==> config.mk <==
export PLATFORM = sky130hd
export DESIGN_NAME = icache
export DESIGN_NICKNAME = d
export VERILOG_FILES = /design/src/rtl/icache.sv
export SDC_FILE = /design/constraint.sdc
export NUM_CORES = 1
export LEC_CHECK = 0
export ABC_AREA = 1
export CELL_PAD_IN_SITES_DETAIL_PLACEMENT = 1
export CELL_PAD_IN_SITES_GLOBAL_PLACEMENT = 2
export CORE_MARGIN = 3
export CORE_UTILIZATION = 40
export DETAILED_ROUTE_END_ITERATION = 16
export GPL_ROUTABILITY_DRIVEN = 0
export PLACE_DENSITY = 0.86
export SLEW_MARGIN = 20
export SYNTH_ARGS = -nofsm -noshare
export SYNTH_HDL_FRONTEND = slang
export SYNTH_SLANG_ARGS = --single-unit
==> constraint.sdc <==
create_clock -name CLK -period 4.2 [get_ports CLK]
set_input_delay 0.42 -clock CLK [delete_from_list [all_inputs] [get_ports CLK]]
set_output_delay 0.42 -clock CLK [all_outputs]
set_load 0.05 [all_outputs]
==> src/rtl/icache.sv <==
// Direct-mapped, read-only instruction cache with single-word fills.
// It also keeps hit and miss counters for performance runs.
module icache #(
  parameter int SETS  = 16,
  parameter int IDX_W = $clog2(SETS)
) (
  input  logic        CLK,
  input  logic        RST,
  input  logic        imemREN,
  input  logic [31:0] imemaddr,
  output logic        ihit,
  output logic [31:0] imemload,
  input  logic        iflush,
  output logic        iREN,
  output logic [31:0] iaddr,
  input  logic        iwait,
  input  logic [31:0] iload,
  output logic [31:0] hit_count,
  output logic [31:0] miss_count
);

  localparam int TAG_W = 30 - IDX_W;

  localparam logic [0:0] IDLE  = 1'b0;
  localparam logic [0:0] FETCH = 1'b1;

  logic [0:0]       r_state;
  logic [29:0]      r_missAddr;
  logic [SETS-1:0]  r_valid;
  logic [TAG_W-1:0] r_tag  [0:SETS-1];
  logic [31:0]      r_data [0:SETS-1];

  logic [IDX_W-1:0] w_idx;
  logic [TAG_W-1:0] w_tag;
  logic [IDX_W-1:0] w_fillIdx;
  logic [TAG_W-1:0] w_fillTag;
  logic             w_hit;
  logic             w_miss;
  logic             w_fillDone;
  logic [1:0]       w_unusedLowBits;

  assign w_idx           = imemaddr[IDX_W+1:2];
  assign w_tag           = imemaddr[31:IDX_W+2];
  assign w_fillIdx       = r_missAddr[IDX_W-1:0];
  assign w_fillTag       = r_missAddr[29:IDX_W];
  assign w_unusedLowBits = imemaddr[1:0];

  assign w_hit      = imemREN && (r_state == IDLE) && r_valid[w_idx] && (r_tag[w_idx] == w_tag);
  assign w_miss     = imemREN && (r_state == IDLE) && !w_hit;
  assign w_fillDone = (r_state == FETCH) && !iwait;

  assign ihit     = w_hit;
  assign imemload = w_hit ? r_data[w_idx] : 32'd0;
  assign iREN     = (r_state == FETCH);
  assign iaddr    = (r_state == FETCH) ? {r_missAddr, 2'b00} : 32'd0;

  always_ff @(posedge CLK or posedge RST) begin
    if (RST) begin
      r_state    <= IDLE;
      r_missAddr <= '0;
    end else begin
      case (r_state)
        IDLE: begin
          if (w_miss) begin
            r_state    <= FETCH;
            r_missAddr <= imemaddr[31:2];
          end
        end
        default: begin
          if (!iwait) r_state <= IDLE;
        end
      endcase
    end
  end

  // A flush clears every line, but a fill landing on the same edge still sets its own line.
  always_ff @(posedge CLK or posedge RST) begin
    if (RST) begin
      r_valid <= '0;
    end else begin
      if (iflush) r_valid <= '0;
      if (w_fillDone) r_valid[w_fillIdx] <= 1'b1;
    end
  end

  always_ff @(posedge CLK) begin
    if (w_fillDone) begin
      r_tag[w_fillIdx]  <= w_fillTag;
      r_data[w_fillIdx] <= iload;
    end
  end

  always_ff @(posedge CLK or posedge RST) begin
    if (RST) begin
      hit_count  <= '0;
      miss_count <= '0;
    end else begin
      if (w_hit)  hit_count  <= hit_count + 32'd1;
      if (w_miss) miss_count <= miss_count + 32'd1;
    end
  end

endmodule

==> metrics.cfg <==
[setup_path]
crit_type = in2out
crit_required_ps = 3780
crit_arrival_ps = 3560
end_kind = output port
crit_path_start_kind = input pin
path_max_fanout = 60

[cts]
clk_latency_ps = 720
cts_hold_buf = 0
ctsLongestPathBuffers = 3
clkTransAtPathRegs_ps = 60
root_buffer = clkbuf_16
cts_setup_buffers = 0
numCtsBuffers = 111
cts-htree-levels = 3
ctsResizeCount = 0
cts_tree = yes
clock_sinks = 1039

[logic_synthesis]
synth_cells = 4078
ys_ff_latch = 1039
netlist_area_sq_um = 44700
ys_top_cells_by_area = edfxtp_1 (62%), nand2_1 (11%), dfrtp_1 (6.2%), nand3_1 (4.6%), a21oi_1 (2.7%)
synth.distinct_cells = 40
avgSynthCellArea_sq_um = 11.0
ys_seq_area_share_pct = 68.6
yosysTopAreaCellShare_pct = 62.4
synth_largest_area_cell = edfxtp_1
synth_warnings = 0

[route]
first_pass_iters = 8
wl_met3_mm = 7.63
antenna_left = 0
drt-vias-per-instance = 5.48
wl_per_cell_um = 23.6
top_layer_used = met5
met2_length_mm = 67.6
drc = 0
m1WireLength_mm = 59.4
wl_mm = 138
dr.first_iter.drc_count = 2756
vias = 31900

[final_layout]
seq_area_sq_um = 30600
multi_input_area_sq_um = 11800
fin_util_pct = 47.7
layout_common_cells = nand2_1 (1304), edfxtp_1 (928), nand3_1 (411)
layout_commonest_cell = nand2_1
syn2layout_area_growth_pct = 17.5
n_fill_cell = 11700
finalNetCount = 4310
layout-drive-gt1-share_pct = 7.45

[floorplan]
rows = 121
fp.coreArea_sq_um = 110000
die_y_um = 340
ios = 199
start_util_pct = 40.6
dieArea_sq_um = 116000
die_x_um = 340

[sta]
slew_viol_final = 0
setup_viol = 0
whs_ps = 216
clock_skew_ps = 31.8
max_freq_mhz = 251
post-route-period-util_pct = 94.7
worstMarginPinSlew_ps = 912
hold_viol_final = 0
slew_headroom_pct = 39.2
rsz0062_at_grt = false
period_minus_slack_ps = 3980

[place]
io_buffers = 194
hpwlAfterDp_mm = 78.2

[global_routing]
grt_usage_pct = 23.3
grt_pass1_vias = 32900
gr-total-overflow = 0
antenna_found_initial = 8
grt_pass1_wl_mm = 206
grt_max_degree = 179

[power_and_ir_drop]
leakagePower_nw = 20.2
power-per-cell-area_nw_per_um2 = 459
irDropWorstVdd_mv = 0.401

[min_path]
hold_class = in2async

[run_status]
outcome = finished, final reports clean

[run]
cap_violations = 0

synthesized netlist by cell type:
library cell / n
conb_1: 1
nor2_4: 3
nor3_1: 19
inv_1: 291
or2_2: 6
buf_6: 29
nand2_1: 1304
inv_2: 2
clkbuf_1: 95
or4_1: 1
nor4_1: 16
o211ai_1: 10
ha_1: 2
dfrtp_1: 111
o21bai_1: 1
xnor2_1: 18
o22ai_1: 16
buf_2: 50
nor2_1: 183
a311o_1: 21
or2_1: 3
nand3_1: 411
buf_8: 1
a21oi_1: 237
buf_1: 29
buf_4: 26
or3_1: 33
o21ai_0: 13
edfxtp_1: 928
and3_1: 32
nand2_2: 3
inv_6: 1
inv_4: 1
buf_12: 1
nand4_1: 17
o21ai_1: 18
xor2_1: 24
a221oi_1: 107
nand3_2: 2
nand3b_1: 12
path summary, 6_finish.rpt:
| kind | startpoint | slack [ps] | cells past startpoint | endpoint |
|---|---|---|---|---|
| worst min register to register | r_missAddr[0]$_DFFE_PP0P_ | 520 | 2 | r_missAddr[0]$_DFFE_PP0P_ |
| worst max register to register | iREN$_DFF_PP0_ | 1210 | 12 | miss_count[6]$_DFFE_PP0P_ |
| max in group asynchronous | RST | 3210 | 3 | r_missAddr[22]$_DFFE_PP0P_ |
| worst min-delay path | RST | 220 | 2 | miss_count[27]$_DFFE_PP0P_ |
| worst max-delay path | imemaddr[2] | 220 | 9 | imemload[26] |
| min in group CLK | imemaddr[28] | 360 | 3 | r_missAddr[26]$_DFFE_PP0P_ |
stage by stage:
| stage | std cells | power (mW) | TNS (ps) | area (sq um) | setup WS (ps) |
|---|---|---|---|---|---|
| after CTS | 5812 | 24.3 | 0 | 52500 | 269 |
| after global placement | 5602 | 14.4 | 0 | 48800 | 339 |
| after global routing | 5815 | 24.9 | 0 | 52500 | 65.2 |
| after floorplan | 4079 | 13.5 | -85650 | 44700 | -195 |
| final | 5819 | 24.1 | 0 | 52500 | 222 |
| after detailed placement | 5602 | 14.5 | 0 | 48800 | 282 |
state kept, by name (all words and copies together) (netlist names):
name / flops
r_missAddr: 30
iREN: 1
r_data: 512
hit_count: 32
miss_count: 32
r_tag: 416
r_valid: 16
final cells by class:
| type | count | area share [%] |
|---|---|---|
| Sequential cell | 1039 | 58.4 |
| Tap cell | 1476 | 3.52 |
| Clock buffer | 137 | 5.59 |
| Clock inverter | 73 | 1.41 |
| Inverter | 295 | 2.19 |
| Multi-Input combinational cell | 2514 | 22.4 |
| Timing Repair Buffer | 278 | 6.40 |
| Antenna cell | 7 | 0.0334 |
worst max-delay path: stages:
cell      delay [ps]
buf_8            240
buf_12           310
buf_4            590
buf_4            670
a21oi_1          150
a221oi_1         360
or3_1            190
and3_1           320
buf_12           180
where the power goes:
| part | leakage, nW | internal (mW) | switching (mW) | total, mW |
|---|---|---|---|---|
| Combinational | 8.50 | 0.595 | 1.52 | 2.11 |
| Sequential | 9.88 | 11.8 | 0.374 | 12.1 |
| Clock | 1.77 | 5.66 | 4.19 | 9.85 |
per-layer routing:
| layer | GRT usage [%] | vias to the layer above |
|---|---|---|
| li1 | - | 14500 |
| met1 | 31.7 | 16400 |
| met2 | 39.2 | 896 |
| met3 | 3.66 | 196 |
| met4 | 6.17 | 4 |
| met5 | 0 | - |
cell families (layout without fill, tap and decap cells):
logic type      count (synthesis)  after routing  share of synthesized area (%)
compound gates                423            423                           5.98
fa+ha+maj                       2              2                         0.0560
buf+inv                       526            783                           5.34
simple gates                 2045           2045                           19.2
xor+xnor                       42             42                          0.823
other cells                     1              9                        0.00839
flops                        1039           1039                           68.6
Power figures use the tool's default switching activity.
